===== config.mk =====
export PLATFORM = sky130hd
export DESIGN_NAME = wb_rr_arbiter
export DESIGN_NICKNAME = d
export VERILOG_FILES = /design/src/rtl/wb_arb_pkg.sv /design/src/rtl/wb_rr_pick.sv /design/src/rtl/wb_rr_arbiter.sv
export SDC_FILE = /design/constraint.sdc
export NUM_CORES = 1
export LEC_CHECK = 0
export CORE_AREA = 5 5 141 143
export DETAILED_ROUTE_END_ITERATION = 16
export DIE_AREA = 0 0 146 148
export PLACE_DENSITY = 0.57
export SYNTH_ARGS = -nofsm -noshare
export SYNTH_HDL_FRONTEND = slang
export SYNTH_SLANG_ARGS = --single-unit

===== constraint.sdc =====
create_clock -name CLK -period 8.16 [get_ports CLK]
set_input_delay 1.224 -clock CLK [delete_from_list [all_inputs] [get_ports CLK]]
set_output_delay 1.224 -clock CLK [all_outputs]
set_load 0.01 [all_outputs]

===== src/rtl/wb_arb_pkg.sv =====
// ------------------------------------------------------------------
// wb_arb_pkg : shared types and helpers for the Wishbone arbiters. Rev 1.0
// ------------------------------------------------------------------
`default_nettype none

package wb_arb_pkg;

  localparam int MAX_NM     = 8;
  localparam int IDX_W      = 3;
  localparam int OW_DEFAULT = 4;

  typedef enum logic [1:0] {
    IDLE  = 2'd0,
    OWN   = 2'd1,
    ABORT = 2'd2
  } arb_state_e;

  typedef struct packed {
    logic             valid;
    logic [IDX_W-1:0] idx;
  } pick_t;

  // Saturation value of an ow-bit outstanding counter.
  function automatic int cnt_max(input int ow);
    return (1 << ow) - 1;
  endfunction

  // First requester after 'last', scanning cyclically over nm masters.
  function automatic pick_t rr_pick(input logic [MAX_NM-1:0] req,
                                    input logic [IDX_W-1:0]  last,
                                    input int                nm);
    pick_t            res;
    logic [IDX_W-1:0] ci;
    res = '0;
    for (int k = MAX_NM; k >= 1; k--) begin
      if (k <= nm) begin
        ci = IDX_W'((int'(last) + k) % nm);
        if (req[ci]) begin
          res.valid = 1'b1;
          res.idx   = ci;
        end
      end
    end
    return res;
  endfunction

endpackage

`default_nettype wire


===== src/rtl/wb_rr_pick.sv =====
// ------------------------------------------------------------------
// wb_rr_pick : combinational round-robin priority encoder. Rev 1.0
// ------------------------------------------------------------------
`default_nettype none

module wb_rr_pick
  import wb_arb_pkg::*;
#(
  parameter  int NM = 4,
  localparam int IW = $clog2(NM)
) (
  input  logic [NM-1:0] req,
  input  logic [IW-1:0] last,
  output logic [IW-1:0] idx,
  output logic          valid
);

  logic [MAX_NM-1:0] req_ext;
  logic [IDX_W-1:0]  last_ext;
  pick_t             pick;

  always_comb begin
    req_ext         = '0;
    req_ext[NM-1:0] = req;
    last_ext        = IDX_W'(last);
    pick            = rr_pick(req_ext, last_ext, NM);
    idx             = pick.idx[IW-1:0];
    valid           = pick.valid;
  end

endmodule

`default_nettype wire


===== src/rtl/wb_rr_arbiter.sv =====
// ------------------------------------------------------------------
// wb_rr_arbiter : N:1 pipelined Wishbone round-robin arbiter with watchdog. Rev 1.0
// ------------------------------------------------------------------
`default_nettype none

module wb_rr_arbiter
  import wb_arb_pkg::*;
#(
  parameter int NM      = 4,
  parameter int AW      = 32,
  parameter int DW      = 32,
  parameter int TIMEOUT = 1023,
  parameter int OW      = OW_DEFAULT
) (
  input  logic                 CLK,
  input  logic                 nRST,
  input  logic [NM-1:0]        m_cyc,
  input  logic [NM-1:0]        m_stb,
  input  logic [NM-1:0]        m_we,
  input  logic [NM*AW-1:0]     m_adr,
  input  logic [NM*DW-1:0]     m_dat,
  input  logic [NM*DW/8-1:0]   m_sel,
  output logic [NM-1:0]        m_stall,
  output logic [NM-1:0]        m_ack,
  output logic [NM-1:0]        m_err,
  output logic                 s_cyc,
  output logic                 s_stb,
  output logic                 s_we,
  output logic [AW-1:0]        s_adr,
  output logic [DW-1:0]        s_dat,
  output logic [DW/8-1:0]      s_sel,
  input  logic                 s_stall,
  input  logic                 s_ack,
  input  logic                 s_err,
  output logic [NM-1:0]        grant
);

  localparam int            IW      = $clog2(NM);
  localparam int            SW      = DW / 8;
  localparam int            WW      = (TIMEOUT > 0) ? $clog2(TIMEOUT + 1) : 1;
  localparam logic [OW-1:0] CNT_MAX = OW'(cnt_max(OW));

  arb_state_e    state_q, state_d;
  logic [IW-1:0] owner_q, owner_d;
  logic [IW-1:0] last_q, last_d;
  logic [OW-1:0] cnt_q, cnt_d;
  logic [WW-1:0] wd_q, wd_d;

  logic [IW-1:0] pick_idx;
  logic          pick_valid;
  logic          own, owner_cyc, sat, accept, resp, dec, wd_fire;

  wb_rr_pick #(.NM(NM)) u_pick (
    .req   (m_cyc),
    .last  (last_q),
    .idx   (pick_idx),
    .valid (pick_valid)
  );

  always_ff @(posedge CLK) begin
    if (!nRST) begin
      state_q <= IDLE;
      owner_q <= '0;
      last_q  <= IW'(NM - 1);
      cnt_q   <= '0;
      wd_q    <= '0;
    end else begin
      state_q <= state_d;
      owner_q <= owner_d;
      last_q  <= last_d;
      cnt_q   <= cnt_d;
      wd_q    <= wd_d;
    end
  end

  // Slave-side mux and per-master response routing.
  always_comb begin
    own       = (state_q == OWN);
    owner_cyc = own && m_cyc[owner_q];
    sat       = (cnt_q == CNT_MAX);
    s_cyc     = owner_cyc;
    s_stb     = owner_cyc && m_stb[owner_q] && !sat;
    s_we      = owner_cyc && m_we[owner_q];
    s_adr     = owner_cyc ? m_adr[owner_q*AW +: AW] : '0;
    s_dat     = owner_cyc ? m_dat[owner_q*DW +: DW] : '0;
    s_sel     = owner_cyc ? m_sel[owner_q*SW +: SW] : '0;
    m_stall   = '1;
    m_ack     = '0;
    m_err     = '0;
    grant     = '0;
    if (own) begin
      grant[owner_q]   = 1'b1;
      m_stall[owner_q] = s_stall || sat;
      if (owner_cyc) begin
        m_ack[owner_q] = s_ack;
        m_err[owner_q] = s_err;
      end
    end
    if (state_q == ABORT) begin
      grant[owner_q] = 1'b1;
      m_err[owner_q] = 1'b1;
    end
  end

  always_comb begin
    state_d = state_q;
    owner_d = owner_q;
    last_d  = last_q;
    cnt_d   = cnt_q;
    wd_d    = wd_q;
    accept  = s_stb && !s_stall;
    resp    = owner_cyc && (s_ack || s_err);
    dec     = resp && (cnt_q != '0);
    wd_fire = 1'b0;
    case (state_q)
      IDLE: begin
        cnt_d = '0;
        wd_d  = '0;
        if (pick_valid) begin
          owner_d = pick_idx;
          state_d = OWN;
        end
      end
      OWN: begin
        if (!m_cyc[owner_q]) begin
          // Release abandons anything still in flight.
          state_d = IDLE;
          last_d  = owner_q;
          cnt_d   = '0;
          wd_d    = '0;
        end else begin
          if (accept && !dec) begin
            cnt_d = cnt_q + 1'b1;
          end else if (!accept && dec) begin
            cnt_d = cnt_q - 1'b1;
          end
          if (resp || cnt_q == '0 || TIMEOUT == 0) begin
            wd_d = '0;
          end else begin
            wd_d = wd_q + 1'b1;
          end
          wd_fire = (TIMEOUT != 0) && (wd_d == WW'(TIMEOUT));
          if (wd_fire) begin
            state_d = ABORT;
            cnt_d   = '0;
            wd_d    = '0;
          end
        end
      end
      ABORT: begin
        state_d = IDLE;
        last_d  = owner_q;
        cnt_d   = '0;
        wd_d    = '0;
      end
      default: begin
        state_d = IDLE;
      end
    endcase
  end

endmodule

`default_nettype wire


==> metrics.txt <==
# TYPE chip_impl_metric gauge
chip_impl_info{name="outcome",value="complete, no violations"} 1
chip_impl_metric{name="synthesized_netlist_cell_count",unit=""} 367
chip_impl_metric{name="power.density_cell_area",unit="mW/mm^2"} 86.8
chip_impl_info{name="critPathTopFamily",value="buffers and inverters"} 1
chip_impl_metric{name="maxClockFrequency",unit="GHz"} 0.196
chip_impl_metric{name="power.net_switching",unit="W"} 0.000211
chip_impl_metric{name="clock_tree.htree_level_count",unit=""} 1
chip_impl_metric{name="min_period_over_period",unit="%"} 62.6
chip_impl_metric{name="slew_at_the_pin_closest_to_its_max_slew_limit",unit="ps"} 1040
chip_impl_metric{name="post_synth_edffs",unit=""} 0
chip_impl_metric{name="power_share_of_the_combinational_group",unit="%"} 66.8
chip_impl_metric{name="cts_buffer_depth",unit=""} 2
chip_impl_metric{name="dpl.cell_count",unit=""} 940
chip_impl_metric{name="slew_viol_final",unit=""} 0
chip_impl_info{name="timing.hold.worst_endpoint",value="wd_q[9]"} 1
chip_impl_metric{name="core.rowCount",unit=""} 50
chip_impl_metric{name="hpwl_after_dpl",unit="mm"} 19.2
chip_impl_metric{name="pwr-share-clk",unit="%"} 15.4
chip_impl_metric{name="floorplan.die.height",unit="um"} 148
chip_impl_info{name="cp-startpoint",value="m_cyc[3]"} 1
chip_impl_metric{name="ys_seq_area_share",unit="%"} 11.0
chip_impl_metric{name="dpl_worst_slack",unit="ps"} 3010
chip_impl_info{name="post-synth-top-area-cell",value="sky130_fd_sc_hd__mux4_2"} 1
chip_impl_info{name="cts_tree",value="done"} 1
chip_impl_metric{name="buffer_ports.inserted",unit=""} 375
chip_impl_metric{name="cap_violations",unit=""} 0
chip_impl_metric{name="max-vdd-ir-drop",unit="V"} 0.0000810
chip_impl_metric{name="postSynthNetCount",unit=""} 661
chip_impl_metric{name="final-setup-viol-count",unit=""} 0
chip_impl_info{name="crit-reg2reg-capture",value="cnt_q[3]"} 1
chip_impl_metric{name="vias_per_cell",unit=""} 5.05
chip_impl_info{name="leading_post_synthesis_cells_by_cell_area",value="sky130_fd_sc_hd__mux4_2, sky130_fd_sc_hd__and3_1, sky130_fd_sc_hd__dfxtp_1, sky130_fd_sc_hd__clkbuf_1, sky130_fd_sc_hd__nand2_1"} 1
chip_impl_info{name="cpMostUsedCell",value="sky130_fd_sc_hd__clkdlybuf4s50_1"} 1
chip_impl_metric{name="cts.repair_timing.setup_buffer_count",unit=""} 0
chip_impl_metric{name="grt_antenna_before_repair",unit=""} 6
chip_impl_metric{name="yosysWarningCount",unit=""} 0
chip_impl_metric{name="total_leakage_power",unit="nW"} 2.77
chip_impl_metric{name="cts_num_sinks",unit=""} 20
chip_impl_metric{name="die_w",unit="um"} 146
chip_impl_info{name="path_cells",value="clkdlybuf4s50_1 > mux4_2 > buf_4 > a31oi_1 > nor3_1 > clkdlybuf4s50_1"} 1
chip_impl_metric{name="ctsResizeCount",unit=""} 0
chip_impl_metric{name="die_area",unit="sq mm"} 0.0216
chip_impl_metric{name="worstPathArrival",unit="ps"} 3890
chip_impl_info{name="min_from",value="wd_q[9]"} 1
chip_impl_metric{name="yosysUniqueCellTypes",unit=""} 50
chip_impl_info{name="path_class",value="primary input to output pin"} 1
chip_impl_metric{name="clkLatencyLatePin",unit="ps"} 250
chip_impl_metric{name="p_seq_share",unit="%"} 17.8
chip_impl_metric{name="path_max_fanout",unit=""} 48
chip_impl_metric{name="skew",unit="ps"} 4.79
chip_impl_metric{name="gp_routability_congestion",unit=""} 0.854
chip_impl_metric{name="route.detailed.wl_per_inst",unit="um"} 23.6
chip_impl_metric{name="grt_pass1_vias",unit=""} 5150
chip_impl_metric{name="timing.final.hold_violations",unit=""} 0
chip_impl_metric{name="remaining_drc_errors",unit=""} 0
chip_impl_metric{name="relSlewSlack",unit="%"} 30.7
chip_impl_metric{name="cell_count_final_fillers_out",unit=""} 946
chip_impl_metric{name="floorplan.initialDensity",unit="%"} 19.6
chip_impl_metric{name="swShare",unit="%"} 31.7
chip_impl_metric{name="flow.area_growth_from_synthesis",unit="%"} 111
chip_impl_metric{name="reg2reg_depth",unit=""} 13
chip_impl_metric{name="cp_slowest_stage_delay",unit="ps"} 590
chip_impl_metric{name="worst_hold_path.num_cells",unit=""} 2
chip_impl_info{name="crit-reg2reg-launch",value="owner_q[0]"} 1
chip_impl_metric{name="detailed_router_iteration_count_before_antenna_repair",unit=""} 4
chip_impl_metric{name="timing.setup.tns",unit="ps"} 0
chip_impl_metric{name="fin_nets",unit=""} 1005
chip_impl_metric{name="grt_max_degree",unit=""} 78
chip_impl_metric{name="holdBufCountCts",unit=""} 0
chip_impl_metric{name="period_needed",unit="ps"} 5110
chip_impl_metric{name="r2r_setup_slack",unit="ps"} 4500
chip_impl_info{name="holdCritPathClass",value="flop to flop"} 1
chip_impl_metric{name="synth.ff_latch_count",unit=""} 20
chip_impl_metric{name="drtIter0Drc",unit=""} 231
chip_impl_info{name="endpoint_kind",value="output pin"} 1
chip_impl_metric{name="setup_ws",unit="ps"} 3050
chip_impl_metric{name="pin_count",unit=""} 376
chip_impl_info{name="ys.flop_type",value="sky130_fd_sc_hd__dfxtp_1"} 1
chip_impl_info{name="rsz_0062_raised_after_global_routing",value="no"} 1
chip_impl_info{name="slowest_stage",value="sky130_fd_sc_hd__mux4_2"} 1
chip_impl_metric{name="timing.critical_path.required",unit="ps"} 6940
chip_impl_metric{name="global_route_overflow",unit=""} 0
chip_impl_metric{name="dr_total_vias",unit=""} 4777
chip_impl_info{name="startpoint_type",value="primary input"} 1
chip_impl_metric{name="path_clk_slew",unit="ps"} 50
chip_impl_metric{name="post_synth.cell_area_avg",unit="sq um"} 9.88
chip_impl_metric{name="syn_area",unit="sq mm"} 0.00363
chip_impl_metric{name="cts_inserted_buffers",unit=""} 3
chip_impl_metric{name="grt_first_pass_wirelength",unit="mm"} 32.8
chip_impl_metric{name="antenna_left",unit=""} 0
chip_impl_metric{name="core_region_area",unit="sq mm"} 0.0185
chip_impl_metric{name="worst-path-buf-inv",unit=""} 3
chip_impl_metric{name="grt_overall_usage",unit="%"} 19.7
chip_impl_metric{name="p_int",unit="W"} 0.000453
chip_impl_metric{name="share_of_cells_above_drive_strength_1",unit="%"} 13.0
chip_impl_metric{name="synthArstFlopShare",unit="%"} 0
chip_impl_metric{name="wl",unit="mm"} 22.3
chip_impl_info{name="cts_root_buf",value="sky130_fd_sc_hd__clkbuf_16"} 1
chip_impl_metric{name="post-synth-top-area-fraction",unit="%"} 44.1
per-layer routing:
layer | part of all wire [%] | vias up | track usage (%)
met2 | 50 | 252 | 34.2
met1 | 40 | 2344 | 25.3
met5 | 0 | - | 0
met3 | 7.5 | 18 | 4.87
li1 | - | 2163 | -
met4 | 1.6 | 0 | 3.67
area by class of cell:
| cell class | count | area (sq um) |
|---|---|---|
| diodes | 2 | 5.00 |
| well taps | 234 | 293 |
| inverters | 11 | 41.3 |
| flip-flops and latches | 20 | 408 |
| repair buffers | 379 | 3780 |
| fillers | 1750 | 10800 |
| multi-input cells | 296 | 3040 |
| clock buffers | 4 | 78.8 |
worst min-delay path, cell delays in order, from the launching register on:
cell and delay [ps]:
sky130_fd_sc_hd__dfxtp_1 330, sky130_fd_sc_hd__nand2_1 60, sky130_fd_sc_hd__o21ai_0 70
layout by cell type, fill, tap and decap left out, drive strengths merged, types with 3 or more instances in the layout:
| cell type | Yosys | final |
|---|---|---|
| a31oi | 10 | 10 |
| nor2b | 4 | 4 |
| and3 | 71 | 71 |
| nand2 | 26 | 26 |
| o21ai | 9 | 9 |
| a21boi | 3 | 3 |
| a21oi | 6 | 6 |
| and2 | 4 | 4 |
| mux4 | 71 | 71 |
| nand2b | 6 | 6 |
| inv | 11 | 11 |
| nand4 | 6 | 6 |
| dfxtp | 20 | 20 |
| nor2 | 19 | 19 |
| nor3 | 9 | 9 |
| o211ai | 3 | 3 |
| clkbuf | 31 | 4 |
| ha | 4 | 4 |
| nand3 | 12 | 12 |
| clkdlybuf4s50 | 0 | 375 |
| buf | 9 | 4 |
| mux2i | 7 | 7 |
worst max-delay path by stage:
stage	cells after the start	to	slack (ps)
2_1_floorplan	5	m_err[3]	4480
3_3_place_gp	6	m_err[0]	3080
3_5_place_dp	6	m_err[0]	3010
4_1_cts	6	m_err[0]	3010
5_1_grt	6	m_err[0]	2820
6_report	6	m_err[0]	3050
synth_stat cells (all sizes together), types with 9 or more instances:
| master | number |
|---|---|
| a31oi | 10 |
| and3 | 71 |
| buf | 9 |
| clkbuf | 31 |
| dfxtp | 20 |
| inv | 11 |
| mux4 | 71 |
| nand2 | 26 |
| nand3 | 12 |
| nor2 | 19 |
| nor3 | 9 |
| o21ai | 9 |
power groups by stage:
stage | Sequential, W | Combinational, W | Clock (W)
after CTS | 0.000119 | 0.000449 | 0.000105
after global routing | 0.000121 | 0.000474 | 0.000110
after floorplan | 0.000106 | 0.000206 | 0
final | 0.000118 | 0.000444 | 0.000102
after detailed placement | 0.000122 | 0.000447 | 0
after global placement | 0.000121 | 0.000442 | 0
sequential cells by signal, indices dropped and copies added, names as in the netlist:
| name | cells |
|---|---|
| cnt_q | 4 |
| last_q | 2 |
| owner_q | 2 |
| state_q | 2 |
| wd_q | 10 |
cells by family after synthesis:
group	count (synthesis)	synth area share [%]
DFF	20	11.0
and+or+nand+nor	166	25.8
xor gates and xnor gates	3	0.725
buffers and inverters	51	5.42
adders and majority gates	5	1.93
muxes	78	46.0
AOI/OAI and AO/OA	44	9.04
through the flow:
step	power [W]	util (%)	cell area (sq um)	hold WS, ps
after floorplan	0.000312	-	3630	448
after global placement	0.000563	41.0	7560	469
after detailed placement	0.000569	41.0	7560	503
after CTS	0.000673	41.4	7640	507
after global routing	0.000705	41.4	7650	527
final	0.000664	41.4	7650	502
No activity file was read; power rests on OpenSTA's default activity.
